## config.mk

```make
export PLATFORM = sky130hd
export DESIGN_NAME = sr_latch_nand
export DESIGN_NICKNAME = d
export VERILOG_FILES = /design/src/rtl/sr_latch_pkg.sv /design/src/rtl/sr_input_sync.sv /design/src/rtl/sr_latch_nand.sv
export SDC_FILE = /design/constraint.sdc
export NUM_CORES = 1
export LEC_CHECK = 0
export CORE_AREA = 2 2 39 41
export CTS_CLUSTER_SIZE = 10
export DETAILED_ROUTE_END_ITERATION = 16
export DIE_AREA = 0 0 41 43
export PLACE_DENSITY = 0.52
export SYNTH_ARGS = -nofsm -noshare
export SYNTH_HDL_FRONTEND = slang
export SYNTH_SLANG_ARGS = --single-unit
export TNS_END_PERCENT = 5
```

## constraint.sdc

```tcl
create_clock -name clk -period 1.5 [get_ports clk]
set_input_delay 0.3 -clock clk [delete_from_list [all_inputs] [get_ports clk]]
set_output_delay 0.3 -clock clk [all_outputs]
set_load 0.03 [all_outputs]
```

## src/rtl/sr_latch_pkg.sv

```systemverilog
// Shared types for the clocked NAND SR latch: state encoding and exit-policy codes.
package sr_latch_pkg;

    typedef enum logic [1:0] {
        RST_ST = 2'b00,
        SET_ST = 2'b01,
        INV_ST = 2'b10
    } sr_state_e;

    localparam int EXIT_RESTORE   = 0;
    localparam int EXIT_FORCE_RST = 1;

    localparam int SYNC_MAX = 3;

    // Output pattern {Q, Qn} for a given state.
    function automatic logic [1:0] state_outputs(input sr_state_e st);
        logic [1:0] qq;
        qq = 2'b01;
        case (st)
            RST_ST:  qq = 2'b01;
            SET_ST:  qq = 2'b10;
            INV_ST:  qq = 2'b11;
            default: qq = 2'b01;
        endcase
        return qq;
    endfunction

endpackage

```

## src/rtl/sr_input_sync.sv

```systemverilog
// Reset-to-idle synchronizer chain for one active-low request input; depth 0 is a wire.
module sr_input_sync #(
    parameter int DEPTH = 0
) (
    input  logic clk,
    input  logic rst_n,
    input  logic d_i,
    output logic q_o
);

    if (DEPTH == 0) begin : g_bypass
        assign q_o = d_i;
    end else begin : g_chain
        logic [DEPTH-1:0] sync_q;

        // Reset to 1: an active-low request line idles high.
        always_ff @(posedge clk or negedge rst_n) begin
            if (!rst_n) begin
                sync_q <= '1;
            end else begin
                sync_q[0] <= d_i;
                for (int i = 1; i < DEPTH; i++) begin
                    sync_q[i] <= sync_q[i-1];
                end
            end
        end

        assign q_o = sync_q[DEPTH-1];
    end

endmodule

```

## src/rtl/sr_latch_nand.sv

```systemverilog
// Clocked model of a cross-coupled NAND SR latch with optional input synchronizers,
// a remembered last valid state for leaving the S=R=0 condition, and a sticky invalid flag.
module sr_latch_nand
    import sr_latch_pkg::*;
#(
    parameter int SYNC_STAGES = 0,
    parameter int EXIT_POLICY = EXIT_RESTORE
) (
    input  logic clk,
    input  logic rst_n,
    input  logic S,
    input  logic R,
    input  logic clr_seen,
    output logic Q,
    output logic Qn,
    output logic invalid,
    output logic invalid_seen
);

    if (SYNC_STAGES < 0 || SYNC_STAGES > SYNC_MAX) begin : g_bad_sync
        $error("sr_latch_nand: SYNC_STAGES=%0d out of range 0..3", SYNC_STAGES);
    end
    if (EXIT_POLICY != EXIT_RESTORE && EXIT_POLICY != EXIT_FORCE_RST) begin : g_bad_exit
        $error("sr_latch_nand: EXIT_POLICY=%0d out of range 0..1", EXIT_POLICY);
    end

    logic s_sync, r_sync;

    sr_input_sync #(.DEPTH(SYNC_STAGES)) u_sync_s (
        .clk   (clk),
        .rst_n (rst_n),
        .d_i   (S),
        .q_o   (s_sync)
    );

    sr_input_sync #(.DEPTH(SYNC_STAGES)) u_sync_r (
        .clk   (clk),
        .rst_n (rst_n),
        .d_i   (R),
        .q_o   (r_sync)
    );

    sr_state_e  state_q, state_d;
    sr_state_e  last_q, last_d;
    logic       q_q, qn_q, inv_q, seen_q;
    logic       seen_d;
    logic [1:0] qq_d;
    logic       enter_inv;

    always_comb begin
        state_d = state_q;
        last_d  = last_q;
        unique case ({s_sync, r_sync})
            2'b01: state_d = SET_ST;
            2'b10: state_d = RST_ST;
            2'b00: state_d = INV_ST;
            2'b11: begin
                if (state_q == INV_ST) begin
                    state_d = (EXIT_POLICY == EXIT_FORCE_RST) ? RST_ST : last_q;
                end
            end
            default: state_d = state_q;
        endcase
        if (state_d != INV_ST) begin
            last_d = state_d;
        end
    end

    assign enter_inv = (state_d == INV_ST) && (state_q != INV_ST);
    // Set wins over a coincident clear.
    assign seen_d    = enter_inv ? 1'b1 : (clr_seen ? 1'b0 : seen_q);
    assign qq_d      = state_outputs(state_d);

    always_ff @(posedge clk or negedge rst_n) begin
        if (!rst_n) begin
            state_q <= RST_ST;
            last_q  <= RST_ST;
            q_q     <= 1'b0;
            qn_q    <= 1'b1;
            inv_q   <= 1'b0;
            seen_q  <= 1'b0;
        end else begin
            state_q <= state_d;
            last_q  <= last_d;
            q_q     <= qq_d[1];
            qn_q    <= qq_d[0];
            inv_q   <= (state_d == INV_ST);
            seen_q  <= seen_d;
        end
    end

    assign Q            = q_q;
    assign Qn           = qn_q;
    assign invalid      = inv_q;
    assign invalid_seen = seen_q;

endmodule

```

==> results.ini, run 1 <==
[run_status]
outcome = completed

[critical_path]
cp.arrival_ns = 1.14
crit_required_ns = 1.20
cp_max_fo = 1
criticalPathCategory = reg2out
worst-path-buf-inv = 1
cp_cell_sequence = dlygate4sd2_1
max_stage_delay_ns = 0.50
slowest_stage = dfstp_2
path_delay_family = flip-flops
cp-end-kind = primary output
worstSetupStartpointType = register

[clock_network]
cts_buffer_depth = 2
cts_inserted_buffers = 3
clkSinkCount = 8
clkLatencyLatePin_ns = 0.25
cts_tree = yes
clk_pin_slew_ns = 0.06
h-tree-depth = 1
ctsRootBufferMaster = clkbuf_4

[power_and_ir_drop]
power_frac_clock = 0.323
p_int_uw = 393.8
ir_drop_mv = 0.3933
p_seq_frac = 0.468
swShare = 0.2708
finalPower_uw = 540.1
p_comb_frac = 0.208
p_switching_uw = 146.3
power.density_nw_per_um2 = 1009
p_leak_uw = 0.0002837

[routing]
first_pass_iters = 4
viasPerCell = 4.227
ant_nets = 0
wl_um = 682
route.detailed.wl_per_inst_um = 10.33
drc_errors = 0
drtIter0Drc = 3
vias = 279

[synthesis]
synth-seq-area-share = 0.5876
syn_area_um2 = 342.8
synthTopCellsByArea = dfrtp_1 51%, dfstp_2 7.7%, ha_1 7.3%
syn-num-nets = 39
synth_area_per_cell_um2 = 10.71
synthFlopType = dfrtp_1
synth_area_leader_cell = dfrtp_1
synth-edff-count = 0
synth_common_cells = 7 x dfrtp_1, 4 x inv_1, 3 x nand2_1
synth_most_common_cell = dfrtp_1
synthArstFlopShare = 1.000
synth_cell_type_count = 18
yosys_warnings = 0
synth_cells = 32
yosysTopAreaCellShare = 0.5109
ys_seq_elements = 8

[finish]
fin_nets = 58
n_antenna_cell = 0
layout-drive-gt1-share = 0.3000
fillCellCount = 140
multi_input_area_um2 = 142.6
area_delta_synth_final_pct = 56.20
final_cell_area_um2 = 535.5
regArea_um2 = 202.7

[floorplanning]
design.die.area_um2 = 1763
boundaryPins = 9
start_util = 0.2477
rows = 14
die_h_um = 43
coreArea_um2 = 1384
die_x_um = 41

[grt]
grt_usage = 0.1002
grt_pass1_wl_mm = 1.145
grt_max_degree = 9
grt_antenna_before_repair = 0
grt_pass1_vias = 302
grt_overflow_total = 0

[sta]
finalCritPeriodShare = 0.9568
slew_headroom = 0.7629
timing.setup.tns_ns = 0
skew_ns = 0.004638
rsz0062_at_grt = no
worst_pin_slew_ns = 0.3545
fmax_mhz = 696.8
drv_slew = 0
layout_min_cycle_time_ns = 1.435
setup_violations = 0
hold_viol = 0

[placement]
hpwl_um = 507.9
gp_congestion = 0.7741
io_buffers = 8
place_area_um2 = 480.5

[job]
max_cap_viol_count = 0

[hold_path]
worstHoldPathType = in2async

==> cell type report <==
cell class	count	share of cell area
clock buffer	4	0.04907
inverter	5	0.03505
multi-input combinational	19	0.2664
sequential	8	0.3785
tap	16	0.03738
timing repair buffer	14	0.2336
==> final timing paths <==
kind | endpoint | startpoint | slack, ns | cells after the start
setup / recovery | Qn | Qn | 0.06 | 1
min in group clk | last_q[1] | S | 0.38 | 3
hold reg to reg | invalid_seen | invalid_seen | 0.52 | 2
max in group asynchronous | Qn | rst_n | 0.87 | 1
setup reg to reg | last_q[0] | state_q[0] | 0.09 | 5
hold / removal | last_q[0] | rst_n | 0.32 | 1
==> what timing repair did <==
item	4_1_cts	5_1_grt
endpoints found under the setup margin	6	3
hold buffers	0	0
buffers inserted	0	1
pin swaps	0	2
resized for setup	6	5
==> per-stage QoR <==
step | hold WS (ns) | instances | util | setup slack, ns
4_1_cts | 0.3251 | 65 | 0.3662 | 0.01299
5_1_grt | 0.3537 | 66 | 0.3870 | 0.01169
6_report | 0.3204 | 66 | 0.3870 | 0.06481
3_3_place_gp | 0.4947 | 61 | 0.3472 | -0.2977
3_5_place_dp | 0.5116 | 61 | 0.3472 | -0.3247
2_1_floorplan | 0.004409 | 32 | - | 0.1215
==> power by group through the flow <==
stage                     Combinational (µW)  Clock, µW  Sequential (µW)
after floorplan                         33.6          0              275
after global placement                   112          0              254
after detailed placement                 112          0              256
after CTS                                106        185              252
after global routing                     124        190              255
final                                    112        175              253
==> cell usage in the layout, fill, tap and decap left out, drive strengths merged <==
master,synthesis,final
dfrtp,7,7
dlymetal6s2s,0,2
ha,2,2
clkdlybuf4s50,0,2
nor2,2,2
nor2b,1,1
nand2b,1,1
nand2,3,3
o31ai,1,1
buf,0,6
and2,1,1
a22o,1,1
a21oi,2,2
dfstp,1,1
inv,5,5
dlygate4sd2,0,4
o21ai,3,3
o211a,1,1
clkbuf,0,4
nand3,1,1
==> logic make-up (layout without fill, tap and decap cells) <==
kind of cell / count (synthesis) / count (layout) / synth area share
adders and majority gates: 2 / 2 / 0.07298
AOI/OAI and AO/OA: 8 / 8 / 0.1606
DFF: 8 / 8 / 0.5876
and+or+nand+nor: 9 / 9 / 0.1241
buffers and inverters: 5 / 23 / 0.05472
==> sequential cells by signal, indices dropped and copies added (netlist names) <==
signal,cells
invalid_seen,1
state_q,2
Q,1
invalid,1
last_q,2
Qn,1
==> per-layer routing <==
| metal | share of wire | global-route usage | up-vias |
|---|---|---|---|
| met2 | 0.48 | 0.1406 | 5 |
| met4 | 0.012 | 0.08000 | 0 |
| li1 | - | - | 143 |
| met1 | 0.44 | 0.1155 | 129 |
| met3 | 0.063 | 0.03665 | 2 |
| met5 | 0 | 0 | - |
(Power assumes the default switching activity.)
==> run 2, diff against run 1 <==
ABC_AREA = 1   (was not set)
PLACE_DENSITY = 0.53   (was 0.52)
SYNTH_HIERARCHICAL = 1   (was not set)
==> run 2 against run 1 <==
  * Clock skew rose by 0.0069 ns
  * Fmax fell by 0.71%
  * Non-clock buffer count fell by 1
  * Setup slack got worse by 0.010 ns
  * Sequential share of layout area rose by 1.5 points
  * Register-to-register slack improved by 0.21 ns
  * Synthesized area rose by 2.9%
  * Via count rose by 1.8%
  * Count of clock-buffer cells in the layout did not move
  * Total power rose by 8.1%
  * Hold slack got worse by 0.011 ns
==> results.ini, run 2 <==
[critical_path]
critPathLaunch = Qn
cp-end-kind = primary output
crit_required_ns = 1.20
cp_num_cells = 1
cp_max_fo = 1
max_stage_delay_ns = 0.51
reg2reg_to = last_q[1]
cp_cell_sequence = dlygate4sd2_1
crit_end = Qn
worstReg2RegStart = state_q[1]
worst-path-buf-inv = 1
path_delay_family = flip-flops
slowest_stage = dfstp_2
cp.arrival_ns = 1.15
criticalPathCategory = reg2out
worstSetupStartpointType = register
r2r_cells = 8
r2r_slack_ns = 0.30

[grt]
grt_max_degree = 9
grt_usage = 0.09687
grt_overflow_total = 0
grt_pass1_vias = 264
grt_pass1_wl_mm = 1.028
grt_antenna_before_repair = 0

[routing]
ant_nets = 0
vias = 284
drtIter0Drc = 2
route.detailed.wl_per_inst_um = 9.739
first_pass_iters = 3
wl_um = 672
viasPerCell = 4.116
drc_errors = 0

[clock_network]
cts_inserted_buffers = 3
clkSinkCount = 8
ctsHoldBuffers = 0
cts_buffer_depth = 2
clkLatencyLatePin_ns = 0.27
cts_tree = yes
ctsRootBufferMaster = clkbuf_4
clk_pin_slew_ns = 0.06
h-tree-depth = 1

[sta]
hold_viol = 0
layout_min_cycle_time_ns = 1.445
timing.setup.tns_ns = 0
skew_ns = 0.01149
drv_slew = 0
slew_headroom = 0.7539
finalCritPeriodShare = 0.9636
setup_violations = 0
layout_setup_ws_ns = 0.05459
fmax_mhz = 691.8
rsz0062_at_grt = no
worst_pin_slew_ns = 0.3681

[placement]
placed_cells = 65
io_buffers = 8
pre_cts_ws_ns = -0.2512
hpwl_um = 457
gp_congestion = 0.6889
place_area_um2 = 475.5

[job]
max_cap_viol_count = 0

[synthesis]
yosys.area_share.simple = 0.2057
synth-seq-area-share = 0.5709
synth-edff-count = 0
synthArstFlopShare = 1.000
yosys_warnings = 6
synth_area_leader_cell = dfrtp_1
synth_area_per_cell_um2 = 9.285
synth_compound_area_frac = 0.01418
ys_seq_elements = 8
synthAdderAreaFrac = 0.07092
synth_common_cells = 11 x nand2_1, 9 x inv_1, 7 x dfrtp_1
yosysTopAreaCellShare = 0.4965
synth_cells = 38
synth_xor_area_frac = 0
synthTopCellsByArea = dfrtp_1 50%, nand2_1 12%, inv_1 9.6%
synth_top_family_by_area = simple AND/OR/NAND/NOR gates
synthMuxAreaShare = 0
synth_most_common_cell = nand2_1
synth_cell_type_count = 10
synthFlopType = dfrtp_1
syn-num-nets = 45
syn_area_um2 = 352.8

[power_and_ir_drop]
p_leak_uw = 0.0002810
power.density_nw_per_um2 = 1141
p_switching_uw = 176.6
p_seq_frac = 0.440
swShare = 0.3025
p_comb_frac = 0.240
power_frac_clock = 0.320
ir_drop_mv = 0.3870
p_int_uw = 407.3

[floorplanning]
boundaryPins = 9
start_util = 0.2550
coreArea_um2 = 1384
die_x_um = 41
design.die.area_um2 = 1763
die_h_um = 43
rows = 14

[finish]
final_cell_mix = 11 x nand2_1, 9 x inv_1, 7 x dfrtp_1
top_regs = last_q: 2 flops, state_q: 2 flops
fin_nets = 61
layout_commonest_cell = nand2_1
multi_input_area_um2 = 115.1
layout-drive-gt1-share = 0.2075
regArea_um2 = 201.4
n_antenna_cell = 0
area_delta_synth_final_pct = 45.04
finalNonFillerCells = 69
fillCellCount = 154
final_cell_area_um2 = 511.7

[run_status]
outcome = completed

[hold_path]
worstHoldPathType = in2async

## run 2: layout make-up
| class | instances | area share |
|---|---|---|
| clock buffers | 4 | 0.05134 |
| inverters | 9 | 0.06601 |
| multi-input cells | 19 | 0.2249 |
| flip-flops and latches | 8 | 0.3936 |
| well taps | 16 | 0.03912 |
| repair buffers | 13 | 0.2249 |
## run 2: worst min-delay path by stage
| stage | startpoint | endpoint | slack [ns] |
|---|---|---|---|
| after detailed placement | last_q[0] | last_q[0] | 0.47 |
| final | rst_n | invalid | 0.31 |
| after CTS | rst_n | invalid | 0.32 |
| after floorplan | rst_n | Q | 0.004 |
| after global routing | rst_n | invalid | 0.34 |
| after global placement | last_q[0] | last_q[0] | 0.46 |
## run 2: power by group through the flow
stage               clock (µW)  sequential [µW]  combinational, µW
finish                     187              257                140
global route               206              259                156
CTS                        194              257                134
detailed placement           0              262                144
global placement             0              261                143
floorplan                    0              292               47.5
## run 2: kinds of logic after synthesis
family,Yosys count
simple gates,16
buf+inv,11
flops,8
fa+ha+maj,2
compound gates,1
## run 2: metrics by stage
stage	hold WS, ns	power, µW	utilization
6_report	0.3095	583.9	0.3698
3_5_place_dp	0.4704	405.3	0.3436
5_1_grt	0.3380	621.4	0.3698
3_3_place_gp	0.4632	404.2	0.3436
2_1_floorplan	0.004409	339.5	-
4_1_cts	0.3200	585.1	0.3590
## run 2: metal layers
metal / share of wire / track usage / up-vias
li1: - / - / 142
met1: 0.42 / 0.09804 / 130
met2: 0.48 / 0.1219 / 8
met3: 0.061 / 0.04712 / 4
met4: 0.039 / 0.1200 / 0
met5: 0 / 0 / -
## run 2: repair_timing
action                     CTS  global route
setup endpoints to repair    4             3
gates resized for setup      4             3
buffers inserted             0             0
==> run 3, diff against run 2 <==
GPL_ROUTABILITY_DRIVEN = 0   (was not set)
==> results of run 3 <==
The final DEF is identical to that of run 2; final timing and power are the same.
